File: config.mk
export PLATFORM = sky130hd
export DESIGN_NAME = ir_prefetch_queue
export DESIGN_NICKNAME = d
export VERILOG_FILES = /design/src/rtl/cpu_pkg.sv /design/src/rtl/ir_fifo.sv /design/src/rtl/ir_prefetch_queue.sv
export SDC_FILE = /design/constraint.sdc
export NUM_CORES = 1
export LEC_CHECK = 0
export CAP_MARGIN = 20
export CORE_AREA = 3 3 72 74
export CTS_CLUSTER_SIZE = 16
export DETAILED_ROUTE_END_ITERATION = 6
export DIE_AREA = 0 0 75 77
export GPL_TIMING_DRIVEN = 0
export HOLD_SLACK_MARGIN = 0.03
export PLACE_DENSITY = 0.7
export SLEW_MARGIN = 20
export SYNTH_ARGS = -nofsm -noshare
export SYNTH_HDL_FRONTEND = slang
export SYNTH_SLANG_ARGS = --single-unit
File: constraint.sdc
create_clock -name clk -period 1.94 [get_ports clk]
set_clock_uncertainty 0.15 [all_clocks]
set_input_delay 0.291 -clock clk [delete_from_list [all_inputs] [get_ports clk]]
set_output_delay 0.291 -clock clk [all_outputs]
set_load 0.02 [all_outputs]
File: src/rtl/cpu_pkg.sv
// Shared definitions for the 8-bit CPU datapath: instruction field
// positions and the opcode encoding seen by the control unit.
package cpu_pkg;

    localparam int OPC_W_DEFAULT = 4;
    localparam int RA_LSB        = 2;
    localparam int RB_LSB        = 0;

    // Opcode field of the 8-bit ISA; ALU operations occupy the upper half.
    typedef enum logic [3:0] {
        OP_LOAD  = 4'h0,
        OP_STORE = 4'h1,
        OP_DATA  = 4'h2,
        OP_JMPR  = 4'h3,
        OP_JMP   = 4'h4,
        OP_JCAF  = 4'h5,
        OP_CLF   = 4'h6,
        OP_ADD   = 4'h8,
        OP_SHR   = 4'h9,
        OP_SHL   = 4'hA,
        OP_NOT   = 4'hB,
        OP_AND   = 4'hC,
        OP_OR    = 4'hD,
        OP_XOR   = 4'hE,
        OP_CMP   = 4'hF
    } opcode_e;

endpackage

File: src/rtl/ir_fifo.sv
// Prefetch storage for ir_prefetch_queue: a DEPTH-entry circular buffer
// with read/write pointers and an occupancy count. The head entry is
// read combinationally so the IR can load it in the same cycle.
module ir_fifo #(
    parameter int W     = 8,
    parameter int DEPTH = 4
) (
    input  logic                         clk,
    input  logic                         reset,
    input  logic                         clear,
    input  logic                         push,
    input  logic                         pop,
    input  logic [W-1:0]                 wdata,
    output logic [W-1:0]                 rdata,
    output logic [$clog2(DEPTH+1)-1:0]   count,
    output logic                         full,
    output logic                         empty
);
    import cpu_pkg::*;

    localparam int PW = $clog2(DEPTH);
    localparam int CW = $clog2(DEPTH+1);

    logic [W-1:0]  mem [DEPTH];
    logic [PW-1:0] wr_ptr;
    logic [PW-1:0] rd_ptr;

    // Entry storage; contents are don't-care until written, so no reset.
    always_ff @(posedge clk) begin
        if (push) begin
            mem[wr_ptr] <= wdata;
        end
    end

    // Pointer and occupancy bookkeeping; pointers wrap naturally (DEPTH is 2^n).
    always_ff @(posedge clk or posedge reset) begin
        if (reset) begin
            wr_ptr <= '0;
            rd_ptr <= '0;
            count  <= '0;
        end else if (clear) begin
            wr_ptr <= '0;
            rd_ptr <= '0;
            count  <= '0;
        end else begin
            if (push) begin
                wr_ptr <= wr_ptr + PW'(1);
            end
            if (pop) begin
                rd_ptr <= rd_ptr + PW'(1);
            end
            if (push && !pop) begin
                count <= count + CW'(1);
            end else if (pop && !push) begin
                count <= count - CW'(1);
            end
        end
    end

    assign rdata = mem[rd_ptr];
    assign full  = (count == CW'(DEPTH));
    assign empty = (count == '0);

endmodule

File: src/rtl/ir_prefetch_queue.sv
// Instruction register fed by a small prefetch queue. The fetch side
// pushes words with valid/ready; the stepper consumes the IR with advance.
// When the queue is empty a pushed word bypasses straight into the IR.
// flush (taken jump) discards the IR and all queued words.
// Optional feature macro: IR_PARITY_EN adds an even-parity bit per entry
// and a registered parity_err output.
module ir_prefetch_queue
    import cpu_pkg::*;
#(
    parameter int WIDTH = 8,
    parameter int DEPTH = 4,
    parameter int OPC_W = OPC_W_DEFAULT
) (
    input  logic                         clk,
    input  logic                         reset,
    input  logic                         in_valid,
    output logic                         in_ready,
    input  logic [WIDTH-1:0]             i_in,
    input  logic                         advance,
    input  logic                         flush,
    output logic [WIDTH-1:0]             i_out,
    output logic                         ir_valid,
    output logic [OPC_W-1:0]             opc,
    output logic [1:0]                   ra,
    output logic [1:0]                   rb,
    output logic [$clog2(DEPTH+1)-1:0]   count
`ifdef IR_PARITY_EN
    ,
    output logic                         parity_err
`endif
);

`ifdef IR_PARITY_EN
    localparam int EW = WIDTH + 1;
`else
    localparam int EW = WIDTH;
`endif

    logic          fifo_full;
    logic          fifo_empty;
    logic [EW-1:0] fifo_rdata;
    logic [EW-1:0] entry_in;
    logic [EW-1:0] load_entry;
    logic          push_acc;
    logic          load_slot;
    logic          bypass;
    logic          fifo_push;
    logic          fifo_pop;
    logic          ir_load;

`ifdef IR_PARITY_EN
    assign entry_in = {^i_in, i_in};
`else
    assign entry_in = i_in;
`endif

    // Handshake and load steering; flush blocks push, pop and IR load.
    always_comb begin
        in_ready   = !fifo_full && !flush;
        push_acc   = in_valid && in_ready;
        load_slot  = !ir_valid || advance;
        bypass     = load_slot && fifo_empty && push_acc;
        fifo_push  = push_acc && !bypass;
        fifo_pop   = !flush && load_slot && !fifo_empty;
        ir_load    = !flush && load_slot && (!fifo_empty || push_acc);
        load_entry = fifo_empty ? entry_in : fifo_rdata;
    end

    ir_fifo #(
        .W     (EW),
        .DEPTH (DEPTH)
    ) u_fifo (
        .clk   (clk),
        .reset (reset),
        .clear (flush),
        .push  (fifo_push),
        .pop   (fifo_pop),
        .wdata (entry_in),
        .rdata (fifo_rdata),
        .count (count),
        .full  (fifo_full),
        .empty (fifo_empty)
    );

    // IR register: flush wins, else reload whenever the slot opens up.
    always_ff @(posedge clk or posedge reset) begin
        if (reset) begin
            i_out    <= '0;
            ir_valid <= 1'b0;
        end else if (flush) begin
            ir_valid <= 1'b0;
        end else if (load_slot) begin
            if (ir_load) begin
                i_out    <= load_entry[WIDTH-1:0];
                ir_valid <= 1'b1;
            end else begin
                ir_valid <= 1'b0;
            end
        end
    end

`ifdef IR_PARITY_EN
    // Parity check on every IR load; stored word plus bit must XOR to zero.
    always_ff @(posedge clk or posedge reset) begin
        if (reset) begin
            parity_err <= 1'b0;
        end else if (flush) begin
            parity_err <= 1'b0;
        end else if (ir_load) begin
            parity_err <= ^load_entry;
        end
    end
`endif

    assign opc = i_out[WIDTH-1 -: OPC_W];
    assign ra  = i_out[RA_LSB +: 2];
    assign rb  = i_out[RB_LSB +: 2];

endmodule

==> reports/results.tsv, run 1 <==
metric	value	unit
global-route wire length before repair	7040	um
Syn-to-layout area delta	31.5	%
WP data arrival	2.04	ns
minimum clock period	1.98	ns
Flop pwr share	32.8	%
maxcap violations	0	
drt total wl	4440	um
Slew HR	58.2	%
Max FO, Critical Path	5	
Core Area	4660	um^2
RSZ-0062 raised after global routing	true	
row cnt	25	
max incr delay on CP	0.46	ns
# IOs	34	
Layout Cells excl Fill	258	
RD Place Congestion	0.794	
total number of vias	1410	
Mapped Area	2200	um^2
largest net degree at the start of global routing	17	
status	finished, violations left	
f_max	504	MHz
share of cells above drive strength 1	28.4	%
Worst-Skew Late Latency	0.31	ns
Root Driver	clkbuf_8	
die area	5780	um^2
slowest cell on the critical path	dfrtp_2	
wire length on met2	2140	um
yosys warns	0	
hold slack	0.211	ns
buffers added on ports	33	
Die H	77	um
Netlist cell types	37	
share of the synthesized area in the top cell type	43.6	%
total CTS buffers	5	
Setup crit end kind	flop	
worst path required time	1.99	ns
CTS tree	yes	
CP Launch Type	flop	
initial core utilization	47.3	%
width of the die	75	um
top area cells in the synthesized netlist	edfxtp_1 (44%), dfrtp_1 (18%), mux4_2 (7.2%)	
Main synth FF type	edfxtp_1	
crit path cell chain	nor2_4 -> a21oi_4 -> and3_4 -> fa_2 -> nor3b_4 -> a21o_1 -> o211a_1	
HPWL after detailed placement	3070	um
Slew Limit Fails	0	
Combinational Power Share	45.3	%
most frequent cell after synthesis	edfxtp_1	
final hold violations	0	
H-tree levels	2	
Seq/Total Area, Yosys	61.8	%
ANT cells	0	
EDFF count, synth	32	
Fill cells	340	
Worst-Margin Slew	0.626	ns
Mapped Nets	172	
Post-CTS Hold Buffers	0	
internal power	2.87	mW
Clk pwr share	22.0	%
met1 wire length	1930	um
mean post-synth cell area	14.3	um^2
r2r setup slk	-0.04	ns
placed insts	241	
Yosys reg bits	48	
Post-synth ARST share	33.3	%
Avg WL per Cell	17.2	um
switch share	32.8	%
Power Total	4.27	mW
aggregate global routing overflow	0	
All-Layer GR Usage	16.7	%
Vias per Instance	5.47	
Post-Syn Instances	154	
vias in the first global route	1455	
Switch Pwr	1.40	mW
top sig layer	met4	
area leader, netlist	edfxtp_1	
failing checks	negative setup slack	
worst vdd ir	0.574	mV
P_leak	1.10	nW
pwr dens	1470	nW/um^2
final setup vio count	1	
Pre-Repair DR Iteration Count	4	
Crit Path Category	flop to flop	
Final TNS setup	-0.0426	ns
ANT nets after route	0	
DRC viols	0	
initial antenna violation count	0	
min-delay worst type	input pin to asynchronous set/reset pin	
final core area utilization	62.1	%
Synth top cells by count	edfxtp_1 (32), dfrtp_1 (16), nor2_1 (16)	
DRT iter0 DRCs	62	
met3 wire length	213	um
period utilisation layout	102	%
Final #Nets	221	
fin worst setup slack	-0.0426	ns
clk sink count	48	
clock buffer depth	2	
Clock transition at path regs	0.09	ns
## critical path, delay by kind of cell (launching register included)
family / cells / cell delay (ns)
simple gates: 3 / 0.47
flops: 1 / 0.46
compound gates: 3 / 0.42
fa+ha+maj: 1 / 0.37
## final cells by class
type                            instances  area (um^2)  area share, %
Clock buffer                            6         93.8           3.24
Buffer                                 15          131           4.54
Sequential cell                        48         1360           47.1
Inverter                                5         18.8          0.648
Tap cell                               54         67.6           2.33
Clock inverter                          2         60.1           2.07
Multi-Input combinational cell         85          754           26.0
Timing Repair Buffer                   43          407           14.0
## cells by family after synthesis
logic type | Yosys count | share of synthesized area (%)
flops | 48 | 61.8
fa+ha+maj | 5 | 3.18
xor+xnor | 4 | 1.59
compound gates | 29 | 7.95
mux | 9 | 8.80
buf+inv | 21 | 6.93
simple gates | 38 | 9.77
## timing repair
action	CTS	global route
gates resized for setup	15	1
pin swaps	4	3
gates cloned	0	0
setup buffers	2	8
setup endpoints to repair	35	34
## state kept, by name, summed over array words and instances, names as in the netlist
signal         flops
i_out              8
ir_valid           1
u_fifo.count       3
u_fifo.mem        32
u_fifo.rd_ptr      2
u_fifo.wr_ptr      2
## cells in the final DEF (no fill, tap or decap), drive strengths merged
cell	n
a21oi	12
or3	1
or2	1
o2111ai	2
nor3b	3
a21o	1
and3	1
fa	1
a31oi	1
ha	4
dfrtp	16
dlymetal6s2s	1
o211a	1
dlygate4sd2	1
nor4	1
o22ai	8
and2	4
nor4b	1
clkdlybuf4s50	31
xnor2	4
nor2	16
clkbuf	11
nor2b	1
inv	5
buf	20
nand2	3
nor3	2
nand2b	2
o21ai	4
edfxtp	32
mux4	8
mux2i	1
nand3	2
bufinv	2
## layer usage
metal	track usage (%)	vias to the layer above
li1	-	663
met1	20.7	680
met2	26.0	52
met3	4.59	15
met4	8.72	0
met5	0	-
## through the flow
stage                     cell area, um^2  setup WS [ns]
after detailed placement             2640         -0.529
after global routing                 2900         -0.114
after floorplan                      2240         -0.135
after global placement               2640         -0.316
final                                2900        -0.0426
after CTS                            2830         -0.119
## path summary, 6_finish.rpt
| kind | depth (start not counted) | start | endpoint |
|---|---|---|---|
| setup / recovery | 7 | u_fifo.count[0] | u_fifo.count[2] |
| hold / removal | 2 | reset | u_fifo.count[1] |
| setup reg to reg | 7 | u_fifo.count[0] | u_fifo.count[2] |
| hold reg to reg | 2 | i_out[7] | i_out[7] |
| max in group asynchronous | 2 | reset | u_fifo.count[0] |
| min in group clk | 2 | i_out[7] | i_out[7] |
## power groups by stage
stage / logic, mW / registers (mW) / clock network, mW
after floorplan: 1.06 / 1.53 / 0
after global placement: 1.74 / 1.40 / 0
after detailed placement: 1.78 / 1.42 / 0
after CTS: 1.84 / 1.41 / 0.950
after global routing: 2.08 / 1.42 / 0.989
final: 1.93 / 1.40 / 0.937
No activity file was read; power rests on OpenSTA's default activity.
==> run 2, diff against run 1 <==
CORE_AREA = 3 3 71 73   (was 3 3 72 74)
CTS_BUF_LIST = sky130_fd_sc_hd__clkbuf_4 sky130_fd_sc_hd__clkbuf_8   (was default)
DIE_AREA = 0 0 74 76   (was 0 0 75 77)
PLACE_DENSITY = 0.72   (was 0.7)
==> reports/results.tsv, run 2 (synthesis gave the netlist of run 1 again) <==
metric	value	unit	change
status	finished, violations left		
failing checks	negative setup slack		
max incr delay on CP	0.46	ns	about the same
largest net degree at the start of global routing	17		unchanged
worst vdd ir	0.558	mV	-2.8%
hold slack	0.218	ns	+0.00679 ns
vias in the first global route	1378		-5.3%
Final #Nets	218		-1.4%
Root Driver	clkbuf_8		
minimum clock period	1.99	ns	+0.00459 ns
Avg WL per Cell	17.1	um	-0.78%
RSZ-0062 raised after global routing	true		
min-delay worst type	input pin to asynchronous set/reset pin		
pwr dens	1430	nW/um^2	-3.1%
CTS tree	yes		
global-route wire length before repair	7040	um	about the same
Worst-Skew Late Latency	0.30	ns	about the same
internal power	2.68	mW	-6.5%
DRC viols	0		unchanged
# IOs	34		unchanged
Switch Pwr	1.38	mW	-1.4%
initial antenna violation count	0		unchanged
total number of vias	1411		+0.071%
P_leak	1.06	nW	-3.9%
Syn-to-layout area delta	29.1	%	
Post-CTS Hold Buffers	0		unchanged
clock buffer depth	2		unchanged
R2R cell count	7		unchanged
switch share	34.0	%	+1.2 points
slowest cell on the critical path	clkdlybuf4s50_1		
clk sink count	48		unchanged
total CTS buffers	5		unchanged
Largest register FFs	32		unchanged
worst path bufs/invs	2		+2
worst flop-to-flop path startpoint	u_fifo.count[0]		
share of cells above drive strength 1	28.4	%	-0.073 points
final setup vio count	1		unchanged
Setup crit end kind	flop		
placed insts	239		-0.83%
Clk pwr share	18.4	%	-3.6 points
r2r setup slk	-0.04	ns	about the same
H-tree levels	2		unchanged
die area	5620	um^2	-2.6%
initial core utilization	49.9	%	+2.6 points
crit path cell chain	clkdlybuf4s50_1 -> buf_8 -> and3_4 -> fa_2 -> nor3b_4 -> a21o_1 -> o211a_1		
Post-DP Area	2640	um^2	about the same
worst path required time	1.97	ns	-0.02 ns
Fill cells	321		-5.6%
Multi-input gate area	762	um^2	+0.99%
row cnt	24		-4.0%
register area	1360	um^2	unchanged
Core Area	4410	um^2	-5.3%
Crit Path Category	input pin to flop		
Flop pwr share	34.1	%	+1.3 points
WP data arrival	2.02	ns	-0.02 ns
HPWL after detailed placement	3110	um	+1.2%
Slew HR	57.0	%	-1.3 points
Die H	76	um	-1.3%
Finished Cell Area	2850	um^2	-1.8%
Final TNS setup	-0.0471	ns	-0.00459 ns
Pre-Repair DR Iteration Count	4		unchanged
Combinational Power Share	47.5	%	+2.2 points
Most flops, register	u_fifo.mem		
period utilisation layout	102	%	+0.24 points
RD Place Congestion	0.873		+9.9%
buffers added on ports	33		unchanged
Worst-Margin Slew	0.644	ns	+0.0188 ns
maxcap violations	0		unchanged
drt total wl	4320	um	-2.7%
fin worst setup slack	-0.0471	ns	-0.00459 ns
Layout Cells excl Fill	253		-1.9%
commonest non-fill, non-tap cells in the layout	clkdlybuf4s50_1 (32), edfxtp_1 (32), buf_4 (17), dfrtp_1 (14), nor2_1 (13)		
Clock transition at path regs	0.09	ns	about the same
ANT cells	0		unchanged
f_max	503	MHz	-0.23%
ANT nets after route	0		unchanged
width of the die	74	um	-1.3%
Largest regs	u_fifo.mem (32), i_out (8), u_fifo.count (3)		
Slew Limit Fails	0		unchanged
worst reg2reg path endpoint	u_fifo.count[2]		
Max FO, Critical Path	10		+5
aggregate global routing overflow	0		unchanged
All-Layer GR Usage	16.6	%	-0.10 points
Vias per Instance	5.58		+2.0%
final hold violations	0		unchanged
CP Launch Type	input pin		
CP delay by family, top	buffers and inverters		
DRT iter0 DRCs	98		+58%
-- run 2: layout make-up --
| class | instances | area share [%] |
|---|---|---|
| Buffer | 15 | 4.66 |
| Clock buffer | 6 | 2.90 |
| Clock inverter | 2 | 1.36 |
| Inverter | 5 | 0.660 |
| Multi-Input combinational cell | 85 | 26.8 |
| Sequential cell | 48 | 47.9 |
| Tap cell | 52 | 2.29 |
| Timing Repair Buffer | 40 | 13.4 |
-- run 2: what timing repair did --
item,CTS,global route
pin swaps,3,5
resized for setup,10,9
buffers inserted,5,2
endpoints found under the setup margin,35,42
-- run 2: layer usage --
| layer | part of all wire [%] | track usage (%) | wire [um] |
|---|---|---|---|
| met1 | 44 | 23.8 | 1910 |
| met2 | 49 | 24.9 | 2110 |
| met3 | 5.5 | 3.96 | 236 |
| met4 | 1.6 | 4.89 | 68 |
| met5 | 0 | 0 | 0 |
-- run 2: power groups by stage --
| stage | clock network, mW | registers [mW] | logic (mW) |
|---|---|---|---|
| finish | 0.747 | 1.38 | 1.93 |
| global route | 0.811 | 1.41 | 2.08 |
| CTS | 0.768 | 1.40 | 1.88 |
| detailed placement | 0 | 1.42 | 1.80 |
| global placement | 0 | 1.40 | 1.74 |
| floorplan | 0 | 1.53 | 1.06 |
-- run 2: worst max-delay path by stage --
stage | start | endpoint | cells after the start
6_report | in_valid | u_fifo.count[2] | 7
5_1_grt | u_fifo.count[0] | i_out[3] | 6
4_1_cts | u_fifo.count[0] | u_fifo.count[2] | 7
3_5_place_dp | flush | u_fifo.count[2] | 7
3_3_place_gp | flush | u_fifo.count[2] | 7
2_1_floorplan | u_fifo.count[1] | u_fifo.count[2] | 8
-- run 2: per-stage QoR --
stage	util, %	total power, mW	setup slack [ns]
floorplan	-	2.58	-0.135
global placement	59.7	3.15	-0.312
detailed placement	59.7	3.21	-0.520
CTS	63.7	4.04	-0.104
global route	64.5	4.29	-0.102
finish	64.5	4.06	-0.0471
==> run 3, diff against run 2 <==
ABC_CLOCK_PERIOD_IN_PS = 1940   (was default)
CTS_CLUSTER_DIAMETER = 60   (was default)
PLACE_DENSITY = 0.83   (was 0.72)
==> reports/results.tsv, run 3 (synthesis gave the netlist of run 1 again) <==
metric	value	unit	change
status	finished, violations left		
failing checks	negative setup slack		
Worst-Skew Late Latency	0.30	ns	about the same
final hold violations	0		unchanged
min-delay worst type	input pin to asynchronous set/reset pin		
internal power	2.68	mW	+0.14%
RSZ-0062 raised after global routing	true		
total CTS buffers	5		unchanged
Worst-Margin Slew	0.663	ns	+0.0184 ns
Combinational Power Share	47.1	%	-0.4 points
Post-DP Area	2640	um^2	unchanged
clock buffer depth	2		unchanged
commonest non-fill, non-tap cells in the layout	clkdlybuf4s50_1 (32), edfxtp_1 (32), buf_4 (18), nor2_1 (14), dfrtp_1 (14)		
Largest register FFs	32		unchanged
Root Driver	clkbuf_8		
Finished Cell Area	2850	um^2	about the same
clk sink count	48		unchanged
P_leak	1.06	nW	about the same
max incr delay on CP	0.45	ns	about the same
Slew HR	55.8	%	-1.2 points
CTS tree	yes		
Clk pwr share	18.7	%	+0.3 points
final core area utilization	64.5	%	about the same
CP Launch Type	flop		
slowest cell on the critical path	dfrtp_2		
ANT cells	0		unchanged
period utilisation layout	104	%	+1.7 points
buffers added on ports	33		unchanged
share of cells above drive strength 1	28.1	%	-0.28 points
width of the die	74	um	unchanged
# IOs	34		unchanged
initial core utilization	49.9	%	unchanged
f_max	495	MHz	-1.7%
ANT nets after route	0		unchanged
HPWL after detailed placement	2910	um	-6.2%
Crit Path Category	flop to flop		
die area	5620	um^2	unchanged
drt total wl	4320	um	-0.12%
pwr dens	1420	nW/um^2	-0.17%
RD Place Congestion	0.784		-10%
worst path bufs/invs	0		-2
Pre-Repair DR Iteration Count	4		unchanged
Vias per Instance	5.48		-1.7%
worst path required time	1.98	ns	about the same
WP data arrival	2.06	ns	+0.04 ns
Setup crit end kind	flop		
DRT iter0 DRCs	116		+18%
Avg WL per Cell	16.9	um	-0.90%
Largest regs	u_fifo.mem (32), i_out (8), u_fifo.count (3)		
total number of vias	1398		-0.92%
Slew Limit Fails	0		unchanged
maxcap violations	0		unchanged
crit path cell chain	nor2_4 -> a21oi_4 -> and3_4 -> fa_2 -> nor3b_4 -> a21o_1 -> o211a_1		
Syn-to-layout area delta	29.2	%	about the same
global-route wire length before repair	7130	um	+1.3%
Die H	76	um	unchanged
worst vdd ir	0.518	mV	-7.2%
Final #Nets	220		+0.92%
minimum clock period	2.02	ns	+0.0334 ns
Core Area	4410	um^2	unchanged
CP delay by family, top	simple AND/OR/NAND/NOR gates		
All-Layer GR Usage	16.6	%	+0.077 points
largest net degree at the start of global routing	17		unchanged
Clock transition at path regs	0.09	ns	about the same
fin worst setup slack	-0.0806	ns	-0.0334 ns
final setup vio count	2		+1
aggregate global routing overflow	0		unchanged
Most flops, register	u_fifo.mem		
Switch Pwr	1.37	mW	-0.66%
switch share	33.8	%	-0.18 points
Flop pwr share	34.2	%	about the same
Max FO, Critical Path	3		-7
row cnt	24		unchanged
initial antenna violation count	0		unchanged
DRC viols	0		unchanged
vias in the first global route	1433		+4.0%
H-tree levels	2		unchanged
==> run 3: cell types whose count changed in the layout (fill, tap and decap cells not counted) <==
| cell | before | now |
|---|---|---|
| nor2_2 | 2 | 1 |
| nor3b_1 | 0 | 1 |
| nor3b_2 | 2 | 1 |
| buf_4 | 17 | 18 |
| buf_8 | 1 | 0 |
| nor4b_4 | 1 | 0 |
| nor4b_2 | 0 | 1 |
| clkbuf_8 | 8 | 9 |
| buf_6 | 1 | 2 |
| nor2_1 | 13 | 14 |
==> run 3: worst reg2reg max path, delay by kind of cell (launching register included) <==
kind	cells	cell delay (ns)
AO/OA/AOI/OAI	3	0.45
adder cells (fa/ha/maj)	1	0.37
flip-flops	1	0.45
AND/OR/NAND/NOR	3	0.50
==> run 3: timing repair <==
item | 4_1_cts | 5_1_grt
pin swaps | 2 | 5
setup buffers | 6 | 3
hold endpoints to repair | 0 | 0
hold buffers | 0 | 0
setup endpoints to repair | 35 | 42
resized for setup | 7 | 9
==> run 3: final cells by class <==
type,instances,area (um^2)
Tap cell,52,65.1
Clock buffer,6,82.6
Timing Repair Buffer,42,397
Fill cell,306,1570
Sequential cell,48,1360
Buffer,15,135
Clock inverter,2,38.8
Multi-Input combinational cell,85,746
Inverter,5,18.8
==> run 3: per-layer routing <==
metal	global-route usage, %	wire length [um]
met4	5.98	52
met2	27.4	2290
met5	0	0
met1	20.5	1740
met3	4.75	236
==> run 3: final timing paths <==
kind | start | to | slack [ns] | depth (start not counted)
min in group clk | i_out[0] | i_out[0] | 0.41 | 2
setup / recovery | u_fifo.count[0] | u_fifo.count[2] | -0.08 | 7
hold reg to reg | i_out[0] | i_out[0] | 0.41 | 2
max in group asynchronous | reset | u_fifo.count[0] | 0.95 | 2
hold / removal | reset | i_out[5] | 0.23 | 2
setup reg to reg | u_fifo.count[0] | u_fifo.count[2] | -0.08 | 7
==> run 3: power groups by stage <==
stage	Clock, mW	Sequential [mW]	Combinational, mW
floorplan	0	1.53	1.06
global placement	0	1.41	1.73
detailed placement	0	1.42	1.78
CTS	0.766	1.39	1.86
global route	0.809	1.41	2.04
finish	0.759	1.39	1.91
==> run 3: through the flow <==
stage	TNS [ns]	power, mW	cells	setup WS (ns)	hold slack, ns
finish	-0.0818	4.05	255	-0.0806	0.225
global route	-0.546	4.26	255	-0.123	0.282
CTS	-0.311	4.02	252	-0.0799	0.247
detailed placement	-11.18	3.19	239	-0.362	0.394
global placement	-9.81	3.14	239	-0.321	0.381
floorplan	-0.147	2.58	154	-0.135	0.0546
